File: src/rtl/hex_pkg.sv
// Shared definitions for the Hex memory arbiter slice.
//   HEX_WORD_WIDTH : native Hex word width
//   REQ_*          : fixed requester slots on the arbiter
//   hex_word_t     : one Hex word
//   rr_next        : round-robin successor of a granted index
package hex_pkg;

   localparam int HEX_WORD_WIDTH = 32;

   localparam int REQ_IFETCH = 0;
   localparam int REQ_DATA   = 1;
   localparam int REQ_HOST   = 2;

   typedef logic [HEX_WORD_WIDTH-1:0] hex_word_t;

   function automatic int rr_next(input int g, input int n);
      return (g == n - 1) ? 0 : g + 1;
   endfunction

endpackage

File: src/rtl/hex_mem_arbiter_if.sv
// Bus bundle between the requesters/memory macro and hex_mem_arbiter.
//   i_req/i_we/i_addr/i_wdata : per-requester command, held until o_gnt
//   o_gnt/o_rvalid/o_rdata    : grant and routed read return
//   o_mem_*/i_mem_rdata       : single-port memory macro side
//   o_busy                    : a read is in flight
// Modports: slave = arbiter, master = requesters plus memory macro.
interface hex_mem_arbiter_if
   import hex_pkg::*;
#(
   parameter int NUM_REQ    = 3,
   parameter int ADDR_WIDTH = 16,
   parameter int DATA_WIDTH = HEX_WORD_WIDTH
);

   logic [NUM_REQ-1:0]                 i_req;
   logic [NUM_REQ-1:0]                 i_we;
   logic [NUM_REQ-1:0][ADDR_WIDTH-1:0] i_addr;
   logic [NUM_REQ-1:0][DATA_WIDTH-1:0] i_wdata;
   logic [NUM_REQ-1:0]                 o_gnt;
   logic [NUM_REQ-1:0]                 o_rvalid;
   logic [DATA_WIDTH-1:0]              o_rdata;
   logic                               o_mem_en;
   logic                               o_mem_we;
   logic [ADDR_WIDTH-1:0]              o_mem_addr;
   logic [DATA_WIDTH-1:0]              o_mem_wdata;
   logic [DATA_WIDTH-1:0]              i_mem_rdata;
   logic                               o_busy;

   modport slave (
      input  i_req, i_we, i_addr, i_wdata, i_mem_rdata,
      output o_gnt, o_rvalid, o_rdata, o_mem_en, o_mem_we, o_mem_addr,
             o_mem_wdata, o_busy
   );

   modport master (
      output i_req, i_we, i_addr, i_wdata, i_mem_rdata,
      input  o_gnt, o_rvalid, o_rdata, o_mem_en, o_mem_we, o_mem_addr,
             o_mem_wdata, o_busy
   );

endinterface

File: src/rtl/hex_rr_arbiter.sv
// Work-conserving round-robin arbiter.
//   i_clk, i_rst_n : clock, async active-low reset
//   i_req[N]       : request vector
//   o_gnt[N]       : one-hot grant, combinational from i_req and ptr
// Search order is ptr, ptr+1, ..., N-1, 0, ..., ptr-1; ptr moves to one past
// the granted index and holds when nothing is granted.
module hex_rr_arbiter
   import hex_pkg::*;
#(
   parameter int N = 3
) (
   input  logic         i_clk,
   input  logic         i_rst_n,
   input  logic [N-1:0] i_req,
   output logic [N-1:0] o_gnt
);

   localparam int PW = (N > 1) ? $clog2(N) : 1;

   logic [PW-1:0] ptr;
   logic [PW-1:0] ptr_nxt;
   logic [N-1:0]  lo_mask;
   logic [N-1:0]  req_hi;
   logic [N-1:0]  req_sel;

   // Requests at or above ptr win first; if none, fall back to the full
   // vector so the wrap-around portion is considered. The lowest set bit of
   // the chosen vector is isolated with x & -x.
   always_comb begin
      lo_mask = (N'(1) << ptr) - N'(1);
      req_hi  = i_req & ~lo_mask;
      req_sel = (|req_hi) ? req_hi : i_req;
      o_gnt   = i_rst_n ? (req_sel & (-req_sel)) : '0;
   end

   always_comb begin
      ptr_nxt = ptr;
      for (int k = 0; k < N; k++) begin
         if (o_gnt[k]) begin
            ptr_nxt = PW'(rr_next(k, N));
         end
      end
   end

   always_ff @(posedge i_clk or negedge i_rst_n) begin
      if (!i_rst_n) begin
         ptr <= '0;
      end else begin
         ptr <= ptr_nxt;
      end
   end

endmodule

File: src/rtl/hex_mem_arbiter.sv
// Shares the single-port Hex main memory between ifetch, data and host.
//   i_clk, i_rst_n : clock, async active-low reset
//   bus (slave)    : requester commands in, grant/read return out,
//                    memory macro command out, memory read data in
// One command per cycle, muxed combinationally from the granted requester.
// Reads are tracked in a MEM_LATENCY-deep pipe of {valid, id} so the
// returning word is steered to the requester that issued it.
module hex_mem_arbiter
   import hex_pkg::*;
#(
   parameter int NUM_REQ     = 3,
   parameter int ADDR_WIDTH  = 16,
   parameter int DATA_WIDTH  = HEX_WORD_WIDTH,
   parameter int MEM_LATENCY = 1
) (
   input  logic             i_clk,
   input  logic             i_rst_n,
   hex_mem_arbiter_if.slave bus
);

   localparam int ID_W = (NUM_REQ > 1) ? $clog2(NUM_REQ) : 1;

   logic [NUM_REQ-1:0]                  gnt;
   logic [ID_W-1:0]                     gnt_id;
   logic                                mem_we;
   logic [ADDR_WIDTH-1:0]               mem_addr;
   logic [DATA_WIDTH-1:0]               mem_wdata;
   logic [MEM_LATENCY-1:0]              pipe_vld;
   logic [MEM_LATENCY-1:0][ID_W-1:0]    pipe_id;

   hex_rr_arbiter #(
      .N (NUM_REQ)
   ) u_arb (
      .i_clk   (i_clk),
      .i_rst_n (i_rst_n),
      .i_req   (bus.i_req),
      .o_gnt   (gnt)
   );

   // gnt is one-hot or zero, so at most one iteration fires.
   always_comb begin
      gnt_id    = '0;
      mem_we    = 1'b0;
      mem_addr  = '0;
      mem_wdata = '0;
      for (int k = 0; k < NUM_REQ; k++) begin
         if (gnt[k]) begin
            gnt_id    = ID_W'(k);
            mem_we    = bus.i_we[k];
            mem_addr  = bus.i_addr[k];
            mem_wdata = bus.i_wdata[k];
         end
      end
   end

   // Writes enter the pipe as invalid slots so the tail stays aligned with
   // the memory latency regardless of the command mix.
   always_ff @(posedge i_clk or negedge i_rst_n) begin
      if (!i_rst_n) begin
         pipe_vld <= '0;
         pipe_id  <= '0;
      end else begin
         pipe_vld[0] <= (|gnt) & ~mem_we;
         pipe_id[0]  <= gnt_id;
         for (int i = 1; i < MEM_LATENCY; i++) begin
            pipe_vld[i] <= pipe_vld[i-1];
            pipe_id[i]  <= pipe_id[i-1];
         end
      end
   end

   assign bus.o_gnt       = gnt;
   assign bus.o_mem_en    = |gnt;
   assign bus.o_mem_we    = mem_we;
   assign bus.o_mem_addr  = mem_addr;
   assign bus.o_mem_wdata = mem_wdata;
   assign bus.o_rvalid    = pipe_vld[MEM_LATENCY-1]
                            ? (NUM_REQ'(1) << pipe_id[MEM_LATENCY-1]) : '0;
   assign bus.o_rdata     = bus.i_mem_rdata;
   assign bus.o_busy      = |pipe_vld;

endmodule

File: src/flat_wrapper.sv
// flat-port wrapper written by rule: the top's interface ports become plain ports
module hex_mem_arbiter_flat import hex_pkg::*;
#(
   parameter int NUM_REQ     = 3,
   parameter int ADDR_WIDTH  = 16,
   parameter int DATA_WIDTH  = HEX_WORD_WIDTH,
   parameter int MEM_LATENCY = 1
)
  (i_clk, i_rst_n, bus_i_req, bus_i_we, bus_i_addr, bus_i_wdata, bus_i_mem_rdata, bus_o_gnt, bus_o_rvalid, bus_o_rdata, bus_o_mem_en, bus_o_mem_we, bus_o_mem_addr, bus_o_mem_wdata, bus_o_busy);
  hex_mem_arbiter_if #(.NUM_REQ(NUM_REQ), .ADDR_WIDTH(ADDR_WIDTH), .DATA_WIDTH(DATA_WIDTH)) bus_i ();
  input  logic i_clk;
  input  logic i_rst_n;
  input wire logic [$bits(bus_i.i_req)-1:0] bus_i_req;
  input wire logic [$bits(bus_i.i_we)-1:0] bus_i_we;
  input wire logic [$bits(bus_i.i_addr)-1:0] bus_i_addr;
  input wire logic [$bits(bus_i.i_wdata)-1:0] bus_i_wdata;
  input wire logic [$bits(bus_i.i_mem_rdata)-1:0] bus_i_mem_rdata;
  output wire logic [$bits(bus_i.o_gnt)-1:0] bus_o_gnt;
  output wire logic [$bits(bus_i.o_rvalid)-1:0] bus_o_rvalid;
  output wire logic [$bits(bus_i.o_rdata)-1:0] bus_o_rdata;
  output wire logic [$bits(bus_i.o_mem_en)-1:0] bus_o_mem_en;
  output wire logic [$bits(bus_i.o_mem_we)-1:0] bus_o_mem_we;
  output wire logic [$bits(bus_i.o_mem_addr)-1:0] bus_o_mem_addr;
  output wire logic [$bits(bus_i.o_mem_wdata)-1:0] bus_o_mem_wdata;
  output wire logic [$bits(bus_i.o_busy)-1:0] bus_o_busy;
  assign bus_i.i_req = bus_i_req;
  assign bus_i.i_we = bus_i_we;
  assign bus_i.i_addr = bus_i_addr;
  assign bus_i.i_wdata = bus_i_wdata;
  assign bus_i.i_mem_rdata = bus_i_mem_rdata;
  assign bus_o_gnt = bus_i.o_gnt;
  assign bus_o_rvalid = bus_i.o_rvalid;
  assign bus_o_rdata = bus_i.o_rdata;
  assign bus_o_mem_en = bus_i.o_mem_en;
  assign bus_o_mem_we = bus_i.o_mem_we;
  assign bus_o_mem_addr = bus_i.o_mem_addr;
  assign bus_o_mem_wdata = bus_i.o_mem_wdata;
  assign bus_o_busy = bus_i.o_busy;
  hex_mem_arbiter #(.NUM_REQ(NUM_REQ), .ADDR_WIDTH(ADDR_WIDTH), .DATA_WIDTH(DATA_WIDTH), .MEM_LATENCY(MEM_LATENCY)) u_core (.i_clk(i_clk), .i_rst_n(i_rst_n), .bus(bus_i));
endmodule
File: config.mk
export PLATFORM = sky130hd
export DESIGN_NAME = hex_mem_arbiter_flat
export DESIGN_NICKNAME = d
export VERILOG_FILES = /design/src/rtl/hex_pkg.sv /design/src/rtl/hex_mem_arbiter_if.sv /design/src/rtl/hex_rr_arbiter.sv /design/src/rtl/hex_mem_arbiter.sv /design/src/flat_wrapper.sv
export SDC_FILE = /design/constraint.sdc
export NUM_CORES = 1
export LEC_CHECK = 0
export CORE_AREA = 2 2 105 107
export DETAILED_ROUTE_END_ITERATION = 8
export DIE_AREA = 0 0 107 109
export PLACE_DENSITY = 0.68
export SLEW_MARGIN = 20
export SYNTH_ARGS = -nofsm -noshare
export SYNTH_HDL_FRONTEND = slang
export SYNTH_SLANG_ARGS = --single-unit
File: constraint.sdc
create_clock -name i_clk -period 1.9 [get_ports i_clk]
set_input_delay 0.38 -clock i_clk [delete_from_list [all_inputs] [get_ports i_clk]]
set_output_delay 0.38 -clock i_clk [all_outputs]
set_load 0.05 [all_outputs]
==> metrics.csv <==
metric,value,unit
worst_clock_skew,0.00467,ns
crit_fanout,33,
synth-simple-area-share,6.64,%
cts.sinks,5,
synth_top_flop_cell,dfrtp_1,
cpPeakStageDelay,0.47,ns
crit_path_start_kind,flip-flop,
cts_tree,yes,
clockBufferDepth,2,
cts_made_buffers,3,
peakVddDrop,0.475,mV
yosys_warnings,0,
grt_pass1_wl,11100,um
die_x,107,um
p_leak,0.00174,uW
critical_path.cell_chain,"nand2b_1, o2111a_2, buf_12, a222oi_1, inv_2, buf_12",
ios,273,
slew_headroom,67.5,%
crit_top_cell,buf_12,
antenna_found_initial,0,
diodes,0,
fin_crit_sh,125,%
muxShareOfSynthArea,0,%
synth_cell_type_count,23,
syn_area,0.00130,sq mm
nNetsFinal,541,
synth-seq-area-share,9.62,%
grt_start_max_net_pins,34,
syn_to_final_growth,209,%
wl_per_cell,15.5,um
postCtsHoldBufs,0,
utilization,37.9,%
max_freq,423,MHz
hpwl,6320,um
fin_crit,2.37,ns
avgViaCountPerCell,4.42,
routed_wl,7670,um
coreArea,0.0106,sq mm
rr_worst_depth,7,
synth_xor_area_share,0,%
dr.pass1.iters,8,
path_class,reg -> out,
drive_gt1_share,38.2,%
portBuffers,208,
die_h,109,um
clk-insertion-delay-late,0.22,ns
hold_viol,0,
drt_iter0_drc,267,
seq_area,126,sq um
avgSynthCellArea,7.39,sq um
cp.required,1.52,ns
reg2reg_from,u_core.u_arb.ptr[1],
hold_ws,0.327,ns
synthCells,176,
grt_pass1_vias,2215,
ys_async_sr_fraction,100,%
synthAdderAreaFrac,0,%
max-cap-violations,0,
drc,0,
vias,2192,
dieArea,0.0117,sq mm
multi_input_area,693,sq um
r2r-end,u_core.bus.o_busy,
crit_path_top_delay_cell,a222oi_1,
cts-root-buf,clkbuf_8,
htree_levels,1,
num_rows,38,
synth_top_area_cell,a222oi_1,
r2r_slack,0.20,ns
gr-usage-all-layers,11.8,%
synth-compound-area-share,44.4,%
synth_nets,360,
status,"complete, but fails checks",
grt-ovfl-total,0,
synthTopCellsByArea,"a222oi_1 (37%), buf_4 (19%), inv_1 (14%), dfrtp_1 (9.6%), buf_2 (5.0%)",
timing.final.ws_setup,-0.467,ns
violations,negative setup slack,
power.density,923,mW/mm^2
nFillCells,1033,
cp-end-kind,output pin,
synth-seq-cells,5,
clk_pin_slew,0.04,ns
worst_pin_slew,0.487,ns
synth_top_family_by_area,compound AO/OA/AOI/OAI gates,
gp_congestion,0.787,
start_util,12.3,%
hold_path.class,in -> async,
critPathArrivalTime,1.99,ns
synth_common_cells,"a222oi_1 (48), inv_1 (48), buf_4 (33)",
critical_path_buf_inv_count,3,
rsz0062_at_grt,yes,
synth_edf_count,0,
drv_slew,0,
cp_top_family,compound AO/OA/AOI/OAI gates,
setup_viol,52,
final_antenna_net_count,0,
finalPower,3710,uW
synth_top_area_share,37.0,%
post-place-ws,-0.676,ns
==> stage by stage <==
step                      area, sq um  cells  TNS [ns]
after floorplan                  1340    176     -4.28
after global placement           3910    489    -29.80
after detailed placement         3910    489    -32.01
after CTS                        4010    496    -20.58
after global routing             4020    496    -24.25
final                            4020    496    -19.52
==> area by class of cell <==
cell class	instances	area share [%]
tap	140	4.36
clock buffer	4	1.12
sequential	5	3.15
timing repair buffer	226	69.5
inverter	49	4.58
multi-input combinational	72	17.3
==> cells by family after synthesis <==
| group | after synthesis |
|---|---|
| simple gates | 15 |
| compound gates | 57 |
| buf+inv | 99 |
| flops | 5 |
==> metal layers <==
layer	wire length [um]	track usage, %	share of wire (%)
met3	713	3.23	9.3
met5	0	0	0
met4	56	2.23	0.73
met1	2610	12.7	34
met2	4300	23.1	56
==> timing repair <==
action,4_1_cts,5_1_grt
setup buffers,3,0
gates cloned,0,0
pin swaps,20,33
setup endpoints to repair,53,53
resized for setup,13,2
==> sequential cells by signal, indices dropped and copies added, names as in the netlist <==
name / flops
u_core.bus.o_busy: 1
u_core.pipe_id: 2
u_core.u_arb.ptr: 2
==> power by group <==
part / switching (uW) / internal, uW / total (uW) / leakage [uW]
sequential: 38.2 / 143 / 181 / 0.0000633
clock: 54.8 / 144 / 199 / 0.0000228
combinational: 1700 / 1630 / 3330 / 0.00165
total: 1790 / 1910 / 3710 / 0.00174
==> worst max-delay path by stage <==
stage                                endpoint                 from  slack [ns]  cells past startpoint
final                     bus_o_mem_wdata[18]  u_core.u_arb.ptr[1]       -0.47                      6
after global routing      bus_o_mem_wdata[18]  u_core.u_arb.ptr[0]       -0.55                      7
after CTS                 bus_o_mem_wdata[18]  u_core.u_arb.ptr[0]       -0.47                      8
after global placement    bus_o_mem_wdata[18]         bus_i_req[2]       -0.70                      7
after detailed placement  bus_o_mem_wdata[18]         bus_i_req[1]       -0.68                      8
after floorplan             bus_o_mem_addr[0]  u_core.u_arb.ptr[1]       -0.10                      6
==> cell usage in the layout (no fill, tap or decap), drive strengths merged <==
| master | instances |
|---|---|
| nor3 | 1 |
| dlygate4sd2 | 4 |
| nand2 | 2 |
| nand2b | 1 |
| or3 | 1 |
| inv | 49 |
| nand3b | 1 |
| nor3b | 2 |
| nor2b | 1 |
| o2111a | 3 |
| a21oi | 1 |
| a222oi | 48 |
| a221o | 1 |
| nor2 | 4 |
| buf | 74 |
| and3b | 2 |
| o22ai | 1 |
| o21bai | 1 |
| clkdlybuf4s50 | 148 |
| dfrtp | 5 |
| clkbuf | 4 |
| o21a | 1 |
| o311ai | 1 |
No activity file was read; power rests on OpenSTA's default activity.
